[config.mk]
export PLATFORM = sky130hd
export DESIGN_NAME = csel_addsub_pipe
export DESIGN_NICKNAME = d
export VERILOG_FILES = /design/src/rtl/csel_addsub_pipe.sv
export SDC_FILE = /design/constraint.sdc
export NUM_CORES = 1
export LEC_CHECK = 0
export ABC_AREA = 1
export CORE_ASPECT_RATIO = 1.75
export CORE_UTILIZATION = 52
export DETAILED_ROUTE_END_ITERATION = 16
export PLACE_DENSITY = 0.8
export SYNTH_ARGS = -nofsm -noshare
export SYNTH_HDL_FRONTEND = slang
export SYNTH_SLANG_ARGS = --single-unit
[constraint.sdc]
create_clock -name clk -period 5.1 [get_ports clk]
set_clock_uncertainty 0.2 [all_clocks]
set_input_delay 0.765 -clock clk [delete_from_list [all_inputs] [get_ports clk]]
set_output_delay 0.765 -clock clk [all_outputs]
set_load 0.01 [all_outputs]
[src/rtl/csel_addsub_pipe.sv]
// Pipelined carry-select adder/subtractor with a valid/ready handshake.
// Carry-select blocks are split evenly across STAGES register-separated stages.
module csel_addsub_pipe #(
  parameter int unsigned WIDTH  = 32,
  parameter int unsigned BLOCK  = 4,
  parameter int unsigned STAGES = 2
) (
  input  logic             clk,
  input  logic             reset_n,
  input  logic             in_valid,
  output logic             in_ready,
  input  logic [WIDTH-1:0] in_a,
  input  logic [WIDTH-1:0] in_b,
  input  logic             in_cin,
  input  logic             in_sub,
  output logic             out_valid,
  input  logic             out_ready,
  output logic [WIDTH-1:0] out_sum,
  output logic             out_cout,
  output logic             out_ovf,
  output logic             out_zero
);

  localparam int unsigned NB  = WIDTH / BLOCK;
  localparam int unsigned BPS = NB / STAGES;

  // Runs BPS carry-select blocks starting at block 'first'; returns {carry_out, sum}.
  function automatic logic [WIDTH:0] csel_blocks(input logic [WIDTH-1:0] a,
                                                 input logic [WIDTH-1:0] b,
                                                 input logic [WIDTH-1:0] part,
                                                 input logic             cin,
                                                 input int unsigned      first);
    logic [WIDTH-1:0] s;
    logic             c;
    logic [BLOCK:0]   r0;
    logic [BLOCK:0]   r1;
    int unsigned      lsb;
    s = part;
    c = cin;
    for (int unsigned k = 0; k < BPS; k++) begin
      lsb = (first + k) * BLOCK;
      r0 = {1'b0, a[lsb +: BLOCK]} + {1'b0, b[lsb +: BLOCK]};
      r1 = {1'b0, a[lsb +: BLOCK]} + {1'b0, b[lsb +: BLOCK]} + {{BLOCK{1'b0}}, 1'b1};
      s[lsb +: BLOCK] = c ? r1[BLOCK-1:0] : r0[BLOCK-1:0];
      c = c ? r1[BLOCK] : r0[BLOCK];
    end
    return {c, s};
  endfunction

  // Inputs seen by each stage: element 0 comes from the ports, element j from stage j-1.
  logic [WIDTH-1:0]  st_a   [STAGES];
  logic [WIDTH-1:0]  st_b   [STAGES];
  logic [WIDTH-1:0]  st_sum [STAGES];
  logic              st_c   [STAGES];
  logic              st_sa  [STAGES];
  logic              st_sb  [STAGES];
  logic [STAGES-1:0] st_v;
  logic [STAGES-1:0] adv;

  assign st_a[0]   = in_a;
  assign st_b[0]   = in_sub ? ~in_b : in_b;
  assign st_sum[0] = '0;
  assign st_c[0]   = in_sub | in_cin;
  assign st_sa[0]  = in_a[WIDTH-1];
  assign st_sb[0]  = st_b[0][WIDTH-1];
  assign st_v[0]   = in_valid;

  assign in_ready = adv[0];

  for (genvar j = 0; j < STAGES; j++) begin : g_stage
    logic [WIDTH:0] res;

    assign res = csel_blocks(st_a[j], st_b[j], st_sum[j], st_c[j], j * BPS);

    if (j < STAGES - 1) begin : g_mid
      logic             valid_q;
      logic [WIDTH-1:0] sum_q;
      logic             carry_q;
      logic [WIDTH-1:0] a_q;
      logic [WIDTH-1:0] b_q;
      logic             sa_q;
      logic             sb_q;

      // A stalled stage keeps everything; an advancing one takes upstream valid as-is.
      always_ff @(posedge clk or negedge reset_n) begin
        if (!reset_n) begin
          valid_q <= 1'b0;
          sum_q   <= '0;
          carry_q <= 1'b0;
          a_q     <= '0;
          b_q     <= '0;
          sa_q    <= 1'b0;
          sb_q    <= 1'b0;
        end else if (adv[j]) begin
          valid_q <= st_v[j];
          if (st_v[j]) begin
            sum_q   <= res[WIDTH-1:0];
            carry_q <= res[WIDTH];
            a_q     <= st_a[j];
            b_q     <= st_b[j];
            sa_q    <= st_sa[j];
            sb_q    <= st_sb[j];
          end
        end
      end

      assign adv[j]      = !valid_q | adv[j+1];
      assign st_v[j+1]   = valid_q;
      assign st_sum[j+1] = sum_q;
      assign st_c[j+1]   = carry_q;
      assign st_a[j+1]   = a_q;
      assign st_b[j+1]   = b_q;
      assign st_sa[j+1]  = sa_q;
      assign st_sb[j+1]  = sb_q;
    end else begin : g_last
      logic ovf;
      logic zero;

      assign ovf  = (st_sa[j] == st_sb[j]) && (res[WIDTH-1] != st_sa[j]);
      assign zero = (res[WIDTH-1:0] == '0);

      always_ff @(posedge clk or negedge reset_n) begin
        if (!reset_n) begin
          out_valid <= 1'b0;
          out_sum   <= '0;
          out_cout  <= 1'b0;
          out_ovf   <= 1'b0;
          out_zero  <= 1'b0;
        end else if (adv[j]) begin
          out_valid <= st_v[j];
          if (st_v[j]) begin
            out_sum  <= res[WIDTH-1:0];
            out_cout <= res[WIDTH];
            out_ovf  <= ovf;
            out_zero <= zero;
          end
        end
      end

      assign adv[j] = !out_valid | out_ready;
    end
  end

endmodule

Word-level counts from Yosys, hierarchy flattened --
Index checks and enable logic that the tools add are counted.
Operators by class: $add $sub $neg 16, equal/unequal tests 2, multiplexer cells 17, bitwise logic cells 4, reduce and logical (&&, ||, !) cells 6
Operator list (number):
- $add 4x4->5 | 8
- $add 5x1->5 const B | 8
- $logic_not 32->1 | 1
- $mux 32 | 1
- $mux 4 | 8
- $not 32->32 | 1
- $mux 1 | 8
- $reduce_and 2->1 | 2
- $or 1x1->1 | 3
- $logic_not 1->1 | 2
- $eq 1x1->1 | 1
- $logic_and 1x1->1 | 1
- $ne 1x1->1 | 1
Storage, ports and cells: register bits 120, input port bits 70, output and inout port bits 37, logic and storage cells 57

Depth between registers and ports, before layout --
Gate-level depths: netlist of the first run.
depth in word-level cells 8, mapped depth 23, depth with buffers taken out 21

Least setup slack after synthesis of the first run --
Ideal clock, no wire load.
kind input to register, start input port in_sub, end register g_stage[0].g_mid.sum_q[14], library setup time 0.117 ns, arrival 3.550 ns, required time 4.783 ns, setup slack 1.234 ns, stages 22, buffers on the path 2, cells stage by stage buf_4 buf_1 xor2_1 ha_1 inv_1 fa_1 inv_1 ha_1 nand2_1 or2_1 nor2_2 or2_4 nand2_4 nand2_2 nand2_4 nand2_2 nand2_4 inv_2 nand2_1 nand2_1 nand2_1 nand2_1
Between the ends: word-level cells in the longest chain between the ends 7, elaborated cells between the ends (all ways) 14, classes of those cells add/sub: 8; mux: 5; bitwise: 1
Ends and longest elaborated chain:
- start, declared | RTL line 15 | input logic in_sub,
- $mux 32 | RTL line 61 | assign st_b[0] = in_sub ? ~in_b : in_b;
- $add 4x4->5 | RTL line 42, 43
- $add 5x1->5 | RTL line 43 | r1 = {1'b0, a[lsb +: BLOCK]} + {1'b0, b[lsb +: BLOCK]} + {{BLOCK{1'b0}}, 1'b1};
- $mux 1 (3 in series) | RTL line 45 | c = c ? r1[BLOCK] : r0[BLOCK];
- $mux 4 * | RTL line 44 | s[lsb +: BLOCK] = c ? r1[BLOCK-1:0] : r0[BLOCK-1:0];
- end signal, assigned | RTL line 97 | sum_q <= res[WIDTH-1:0];
- end, declared | RTL line 77 | logic [WIDTH-1:0] sum_q;
Every way passes the cells marked *; elsewhere a longest branch is shown, timed or not. A chain may end at the register's enable or synchronous reset.

Final worst setup path of the first run --
start input port in_sub, end register g_stage[0].g_mid.sum_q[15]
The elaborated chain is that of the path after synthesis.

==> flow_summary.json, run 1 <==
{
  "status": "finished, final reports clean",
  "grt_overflow": 0,
  "fp.dieW_um": 80.4,
  "cts_tree": "built",
  "power.total_uw": 3120,
  "globalplace.congestion": 0.869,
  "synthXorXnorAreaFrac_pct": 9.24,
  "synthMuxAreaShare_pct": 0,
  "required_ns": 5.13,
  "htreeDepth": 3,
  "worstPathArrival_ns": 3.65,
  "max_slew_margin_pct": 28.1,
  "num-nets-final": 921,
  "cts.sinks": 86,
  "die-area_um2": 11200,
  "fin_tns_setup_ns": 0,
  "ir_drop_mv": 0.255,
  "n_antenna_cell": 0,
  "cp-end-kind": "flop",
  "worst_path_max_delay_cell": "fa_1",
  "cp.buffers_inverters": 5,
  "crit_path_frequent_cell": "nand2_1",
  "avgSynthCellArea_um2": 7.96,
  "path_max_fanout": 25,
  "grt_max_degree": 87,
  "hold_slack_ns": 0.278,
  "critPathMaxStageDelay_ns": 0.52,
  "drive_gt1_share_pct": 5.82,
  "fin_cells": 935,
  "setup_viol": 0,
  "grtUsageTotal_pct": 24.9,
  "drt-initial-drc-count": 237,
  "insertion_delay_ns": 0.34,
  "floorplan.core_area_um2": 10400,
  "hold_path.class": "reg -> reg",
  "hold_viol": 0,
  "syn_nets": 821,
  "portBuffers": 106,
  "area_growth_pct": 25.4,
  "yosysWarnings": 0,
  "cts_resized": 0,
  "syn_area_um2": 5600,
  "leakagePower_uw": 0.00348,
  "cts_root_buf": "clkbuf_16",
  "dr.pass1.iters": 4,
  "drc_errors": 0,
  "synth-edff-count": 0,
  "synth_top_family_by_area": "simple AND/OR/NAND/NOR gates",
  "path_clk_slew_ns": 0.06,
  "maxCapViolCount": 0,
  "r2r_cells": 17,
  "crit_family": "adder cells",
  "synth_fa_ha_area_share_pct": 11.8,
  "dp.cells": 919,
  "die_height_um": 139,
  "cts_setup_buffers": 0,
  "start_util_pct": 54.0,
  "drv_slew": 0,
  "grt_pass1_vias": 4934,
  "critical_path.startpoint_type": "input port",
  "hpwlAfterDp_mm": 9.71,
  "wl_per_cell_um": 13.6,
  "p_per_area_nw_per_um2": 444,
  "hold_path_depth": 2,
  "crit_type": "in -> reg",
  "syn_inst": 703,
  "synth.distinct_cells": 37,
  "fmax_mhz": 276,
  "ant_nets": 0,
  "boundaryPins": 107,
  "crit_chain": "buf_2 > buf_4 > xor2_1 > ha_1 > inv_1 > fa_1 > inv_1 > ha_1 > nand3_1 > xor2_1 > nand2_2 > nand2_4 > nand2_2 > nand2_4 > inv_2 > nand2_1 > nand2_1 > nand2_1 > nand2_1",
  "synthSimpleGateAreaFrac_pct": 25.7,
  "vias_per_cell": 5.20,
  "rsz0062_at_grt": "no",
  "antenna_found_initial": 0,
  "synth_compound_area_share_pct": 7.98,
  "holdBufCountCts": 0,
  "clk_path_buf_depth": 2,
  "fin_crit_sh_pct": 70.9,
  "synth_seq_cells": 86,
  "vias": 4858,
  "wl_mm": 12.7,
  "seq_area_frac_synth_pct": 38.5,
  "cts_buffers": 9,
  "grt_pass1_wl_mm": 21.7,
  "path_depth": 19,
  "synth-main-ff-cell": "dfrtp_1",
  "fin_crit_ns": 3.62,
  "rows": 49,
  "worst_pin_slew_ns": 1.08,
  "synth-async-reset-ratio_pct": 100
}
==> cells by family (layout without fill, tap and decap cells) <==
group,after synthesis,in the layout
AO/OA/AOI/OAI,83,83
XOR/XNOR,59,59
adder cells (fa/ha/maj),48,48
buffers and inverters,100,205
flip-flops,86,86
AND/OR/NAND/NOR,327,327
==> layer usage <==
metal  vias to the layer above  GRT usage (%)  routed length (um)
li1                       2436              -                   -
met3                        24           3.28                 446
met5                         -              0                   0
met4                         0           10.2                 258
met1                      2292           27.3                4900
met2                       106           46.3                7080
==> worst paths after layout <==
path / startpoint / to / slack, ns
max: in_sub / g_stage[0].g_mid.sum_q[15] / 1.48
min: out_sum[25] / out_sum[25] / 0.28
max reg2reg: g_stage[0].g_mid.a_q[16] / out_zero / 2.06
min reg2reg: out_sum[25] / out_sum[25] / 0.28
max in group asynchronous: reset_n / out_zero / 3.59
min in group asynchronous: reset_n / out_sum[15] / 0.40
==> state kept, by name (all words and copies together), names as in the netlist <==
signal,cells
g_stage.g_mid.a_q,16
g_stage.g_mid.b_q,16
g_stage.g_mid.carry_q,1
g_stage.g_mid.sum_q,16
g_stage.g_mid.valid_q,1
out_cout,1
out_ovf,1
out_sum,32
out_valid,1
out_zero,1
==> metrics by stage <==
| step | cell area (um2) | worst slack [ns] | util, % |
|---|---|---|---|
| after floorplan | 5600 | 1.23 | - |
| after global placement | 6750 | 1.24 | 65.2 |
| after detailed placement | 6750 | 1.12 | 65.2 |
| after CTS | 7020 | 1.48 | 67.7 |
| after global routing | 7020 | 1.28 | 67.7 |
| final | 7020 | 1.48 | 67.7 |
==> where the power goes <==
part           switching (uW)  internal, uW
registers                 146           900
clock network             247           343
logic                     823           658
==> cell type report <==
type,count,area (um2)
multi-input combinational,517,3060
timing repair buffer,110,1080
fill,851,3340
sequential,86,2150
inverter,79,297
tap,127,159
clock inverter,1,5.00
clock buffer,15,258
==> cell usage in the layout, fill, tap and decap left out, types with 2 or more instances in the layout <==
cell / n
a21o_1: 2
a21oi_1: 13
a31oi_1: 10
buf_4: 5
clkbuf_1: 5
clkbuf_16: 9
clkdlybuf4s50_1: 104
dfrtp_1: 86
fa_1: 8
ha_1: 40
inv_1: 74
inv_2: 4
nand2_1: 215
nand2_2: 6
nand2_4: 8
nand3_1: 40
nand3_2: 3
nand4_1: 6
nor2_1: 33
nor2_2: 2
nor3_1: 6
o21ai_0: 49
o21ai_1: 3
o22ai_1: 2
or2_2: 3
xnor2_1: 28
xor2_1: 31
==> tightest hold or removal path: cells and delay by family, from the launching register on <==
family | cells | cell delay [ns]
AND/OR/NAND/NOR | 2 | 0.10
flip-flops | 1 | 0.34
==> Yosys cell counts (10+ instances only) <==
library cell  instances  area (um2)
a21oi_1              13        65.1
a31oi_1              10        62.6
clkbuf_1             16        60.1
dfrtp_1              86        2150
ha_1                 40         500
inv_1                74         278
nand2_1             215         807
nand3_1              40         200
nor2_1               33         124
o21ai_0              49         245
xnor2_1              28         245
xor2_1               31         272
Power figures use the tool's default switching activity.
==> run 2, diff against run 1 <==
CORE_UTILIZATION = 48   (was 52)
PLACE_DENSITY = 0.78   (was 0.8)
clock period = 3 ns   (was 5.1 ns; I/O delays follow)
==> run 2 against run 1 <==
Effect of this change: the flow now finishes with violations (negative setup slack); worst hold slack got worse by 0.21 ns; non-clock buffer count rose by 29; combinational power rose by 89%; design area rose by 7.6%; critical endpoint is now out_zero.
==> flow_summary.json, run 2 (same netlist as run 1, synthesis figures left out) <==
{
  "hold_path.class": "in -> async",
  "portBuffers": 106,
  "maxCapViolCount": 0,
  "drv_slew": 0,
  "final_cell_area_um2": 7550,
  "fmax_mhz": 331,
  "htreeDepth": 3,
  "vias": 4981,
  "die-area_um2": 12100,
  "grt_max_degree": 87,
  "regToRegEndpoint": "out_zero",
  "ir_drop_mv": 0.587,
  "worst_pin_slew_ns": 1.09,
  "p_per_area_nw_per_um2": 773,
  "worst-r2r-setup-slack_ns": -0.02,
  "worst_path_max_delay_cell": "fa_1",
  "n_antenna_cell": 0,
  "crit_path_start": "g_stage[0].g_mid.b_q[16]",
  "path_clk_slew_ns": 0.06,
  "reg2reg_from": "g_stage[0].g_mid.b_q[16]",
  "worstPathArrival_ns": 3.10,
  "fp.dieW_um": 83.6,
  "die_height_um": 145,
  "grtUsageTotal_pct": 22.2,
  "wl_mm": 13.2,
  "globalplace.congestion": 0.867,
  "cts_root_buf": "clkbuf_16",
  "fin_cells": 969,
  "drive_gt1_share_pct": 13.5,
  "num-nets-final": 950,
  "insertion_delay_ns": 0.34,
  "setup_viol": 1,
  "clk_path_buf_depth": 2,
  "power.total_uw": 5840,
  "fin_crit_sh_pct": 101,
  "nFillCells": 877,
  "grt_overflow": 0,
  "antenna_found_initial": 0,
  "floorplan.core_area_um2": 11200,
  "worst_slack_ns": -0.0166,
  "max_slew_margin_pct": 27.3,
  "largest_reg_flops": 32,
  "cp-end-kind": "flop",
  "area_growth_pct": 34.9,
  "boundaryPins": 107,
  "crit_chain": "ha_2 > fa_1 > ha_2 > nand2_2 > nor2_4 > nand3_2 > nand2_4 > nand2_8 > nand2_2 > nand2_1 > nor2_2 > nand3_2 > nor2_2 > nand3_1 > nor2_1 > nand3_1 > nand2_1",
  "wl_per_cell_um": 13.7,
  "rsz0062_at_grt": "yes",
  "regMostFlops": "out_sum",
  "drc_errors": 0,
  "place_worst_setup_slack_ns": -0.633,
  "crit_type": "reg -> reg",
  "ant_nets": 0,
  "critical_path.startpoint_type": "flop",
  "grt_pass1_wl_mm": 21.7,
  "holdBufCountCts": 0,
  "dr.pass1.iters": 4,
  "grt_pass1_vias": 5100,
  "multi_input_area_um2": 3250,
  "hold_viol": 0,
  "hpwlAfterDp_mm": 9.84,
  "cts_tree": "built",
  "required_ns": 3.08,
  "path_max_fanout": 6,
  "drt-initial-drc-count": 203,
  "fin_util_pct": 67.2,
  "mostFrequentLayoutCell": "nand2_1",
  "start_util_pct": 49.8,
  "cts.sinks": 86,
  "r2r_cells": 17,
  "final_cell_mix": "207 x nand2_1, 100 x clkdlybuf4s50_1, 86 x dfrtp_1, 71 x inv_1, 48 x o21ai_0",
  "critPathMaxStageDelay_ns": 0.54,
  "fin_crit_ns": 3.02,
  "leakagePower_uw": 0.00371,
  "regArea_um2": 2150,
  "placedInstanceArea_um2": 6950,
  "dp.cells": 945,
  "cts_buffers": 9,
  "vias_per_cell": 5.14,
  "violations": "negative setup slack",
  "status": "finished with violations",
  "rows": 51
}
-- run 2: cell count changes in the layout (fill, tap and decap cells not counted), sizes merged --
cell | previous run | this run
dlymetal6s2s | 0 | 2
buf | 6 | 36
clkinvlp | 0 | 2
dlygate4sd2 | 0 | 1
clkdlybuf4s50 | 104 | 100
clkbuf | 15 | 10
bufinv | 0 | 3
-- run 2: worst max-delay path: cells and delay by family (launching register included) --
kind | cells | cell delay, ns
and+or+nand+nor | 14 | 1.40
adders and majority gates | 3 | 0.95
DFF | 1 | 0.39
-- run 2: per-stage QoR --
| step | hold slack, ns | setup TNS, ns |
|---|---|---|
| after detailed placement | 0.272 | -6.83 |
| after global routing | 0.200 | -0.614 |
| final | 0.0705 | -0.0166 |
| after global placement | 0.267 | -4.93 |
| after CTS | 0.150 | -0.00813 |
| after floorplan | -0.0456 | -1.45 |
-- run 2: cell type report --
cell class	count	area share, %
clock inverters	6	1.46
well taps	132	2.19
repair buffers	139	17.7
flip-flops and latches	86	28.5
inverters	79	4.03
clock buffers	10	3.03
multi-input cells	517	43.1
-- run 2: report_power, final --
part / internal, uW / switching [uW] / total, uW
Clock: 812 / 460 / 1270
Combinational: 1270 / 1520 / 2790
Sequential: 1530 / 248 / 1780
Total: 3610 / 2230 / 5840
-- run 2: worst max-delay path by stage --
stage / endpoint / slack [ns] / depth (start not counted)
global placement: g_stage[0].g_mid.carry_q / -0.48 / 22
detailed placement: g_stage[0].g_mid.sum_q[12] / -0.63 / 21
floorplan: g_stage[0].g_mid.sum_q[14] / -0.23 / 23
global route: out_zero / -0.17 / 17
CTS: g_stage[0].g_mid.carry_q / -0.008 / 20
finish: out_zero / -0.02 / 17
-- run 2: layer usage --
layer | GRT usage [%] | wire length, um
met1 | 23.2 | 5120
met4 | 10.7 | 350
met5 | 0 | 0
met2 | 43.3 | 7390
met3 | 3.18 | 374
-- run 2: repair_timing --
item                       CTS  global route
setup endpoints to repair   12            18
gates cloned                 0             0
setup buffers                3             5
resized for setup           16            41
pin swaps                   16            31
==> run 3, diff against run 2 <==
CORE_MARGIN = 5   (was not set)
==> run 3 against run 2 <==
Effect of this change: the run still ends with negative setup slack left; wire length rose by 15%; non-clock buffer count up 22; setup slack worse by 0.014 ns; sequential share of layout area decreased by 0.81 points; design area rose by 2.9%; clock power hardly changed; critical endpoint is now g_stage[0].g_mid.sum_q[15]; largest power group unchanged.
==> flow_summary.json, run 3 (same netlist as run 1, synthesis figures left out) <==
{
  "required_ns": 3.03,
  "cts_buffers": 9,
  "wl_per_cell_um": 15.3,
  "mostFrequentLayoutCell": "nand2_1",
  "num-nets-final": 972,
  "cts_tree": "built",
  "p_per_area_nw_per_um2": 787,
  "pwr-share-clk_pct": 21.2,
  "area_growth_pct": 38.8,
  "antenna_found_initial": 0,
  "drc_errors": 0,
  "grt_pass1_wl_mm": 25.0,
  "largest_reg_flops": 32,
  "violations": "negative setup slack",
  "cts.sinks": 86,
  "hold_path.class": "reg -> reg",
  "dp.cells": 956,
  "hold_viol": 0,
  "wl_mm": 15.2,
  "pwr-share-seq_pct": 29.2,
  "rsz0062_at_grt": "yes",
  "regArea_um2": 2150,
  "path_max_fanout": 7,
  "switching_share_pct": 39.2,
  "power_frac_comb_pct": 49.5,
  "max_slew_margin_pct": 64.5,
  "vias_per_cell": 5.27,
  "maxCapViolCount": 0,
  "cp-end-kind": "flop",
  "grt_max_degree": 49,
  "setup_viol": 3,
  "ant_nets": 0,
  "internal_power_uw": 3720,
  "die-area_um2": 14000,
  "n_antenna_cell": 0,
  "vias": 5234,
  "hpwlAfterDp_mm": 11.3,
  "nFillCells": 905,
  "fmax_mhz": 330,
  "p_sw_uw": 2390,
  "die_height_um": 153,
  "ir_drop_mv": 0.318,
  "place_worst_setup_slack_ns": -0.687,
  "fin_crit_sh_pct": 101,
  "drv_slew": 0,
  "cts_root_buf": "clkbuf_16",
  "grt_overflow": 0,
  "drive_gt1_share_pct": 16.3,
  "worst_slack_ns": -0.0305,
  "fin_crit_ns": 3.03,
  "clk_path_buf_depth": 2,
  "portBuffers": 106,
  "final_cell_mix": "201 x nand2_1, 100 x clkdlybuf4s50_1, 86 x dfrtp_1, 72 x inv_1, 51 x buf_4",
  "multi_input_area_um2": 3280,
  "drt-initial-drc-count": 130,
  "globalplace.congestion": 0.869,
  "regMostFlops": "out_sum",
  "crit_type": "in -> reg",
  "start_util_pct": 48.6,
  "dr.pass1.iters": 4,
  "status": "finished with violations",
  "fp.dieW_um": 91.6,
  "grtUsageTotal_pct": 22.2,
  "rows": 52,
  "grt_pass1_vias": 5499,
  "path_clk_slew_ns": 0.06,
  "fin_cells": 994,
  "boundaryPins": 107,
  "insertion_delay_ns": 0.34,
  "htreeDepth": 3,
  "worst_pin_slew_ns": 0.533,
  "critical_path.startpoint_type": "input port",
  "worstPathArrival_ns": 3.06,
  "leakagePower_uw": 0.00384,
  "floorplan.core_area_um2": 11500
}
run 3: critical path, stage by stage:
cell,delay (ns)
buf_6,0.10
xor2_2,0.16
ha_2,0.21
inv_2,0.04
fa_1,0.51
inv_1,0.09
ha_2,0.17
nand2_2,0.06
or2_4,0.28
nor2_4,0.13
or2_4,0.14
nand2_4,0.07
inv_4,0.07
nand2_4,0.05
nand2_4,0.09
nand2_4,0.07
nand2_8,0.10
inv_6,0.05
nand2_1,0.05
nand2_1,0.05
nand2_1,0.06
nand2_1,0.06
run 3: path summary, 6_finish.rpt:
path                                          start                         end  slack [ns]  cells past startpoint
hold / removal                          out_sum[26]                 out_sum[26]        0.28                      2
max in group asynchronous                   reset_n                  out_sum[0]        1.52                      3
hold reg to reg                         out_sum[26]                 out_sum[26]        0.28                      2
setup / recovery                            in_b[0]  g_stage[0].g_mid.sum_q[15]       -0.03                     22
setup reg to reg           g_stage[0].g_mid.a_q[16]                    out_zero       -0.02                     17
min in group asynchronous                   reset_n    g_stage[0].g_mid.a_q[19]        0.43                      2
run 3: per-stage QoR:
stage / hold slack [ns] / cell area (um2) / power, uW / TNS [ns] / util (%)
after floorplan: -0.0456 / 5630 / 3360 / -1.45 / -
after global placement: 0.250 / 7020 / 4370 / -4.88 / 61.0
after detailed placement: 0.266 / 7020 / 4500 / -7.77 / 61.0
after CTS: 0.288 / 7530 / 5910 / 0 / 65.4
after global routing: 0.302 / 7770 / 6530 / -1.26 / 67.4
final: 0.285 / 7770 / 6110 / -0.0577 / 67.4
run 3: area by class of cell:
cell class | count | area share [%]
Clock buffer | 9 | 2.90
Clock inverter | 7 | 1.55
Inverter | 79 | 3.91
Multi-Input combinational cell | 517 | 42.2
Sequential cell | 86 | 27.7
Tap cell | 135 | 2.17
Timing Repair Buffer | 161 | 19.5
run 3: power groups by stage:
stage	clock network (uW)	registers [uW]	logic, uW
after floorplan	0	1840	1520
after global placement	0	1780	2590
after detailed placement	0	1800	2700
after CTS	1310	1780	2820
after global routing	1360	1830	3330
final	1300	1790	3030
run 3: routing by layer:
layer	GRT usage, %	up-vias	wire (um)
met5	0	-	0
met4	12.7	0	768
met3	3.59	51	627
met2	42.3	148	8670
met1	22.0	2501	5170
li1	-	2534	-
run 3: what timing repair did:
action,CTS,global route
endpoints found under the setup margin,15,21
resized for setup,20,48
pin swaps,18,40
setup buffers,13,9
hold buffers,1,0
hold endpoints to repair,38,0
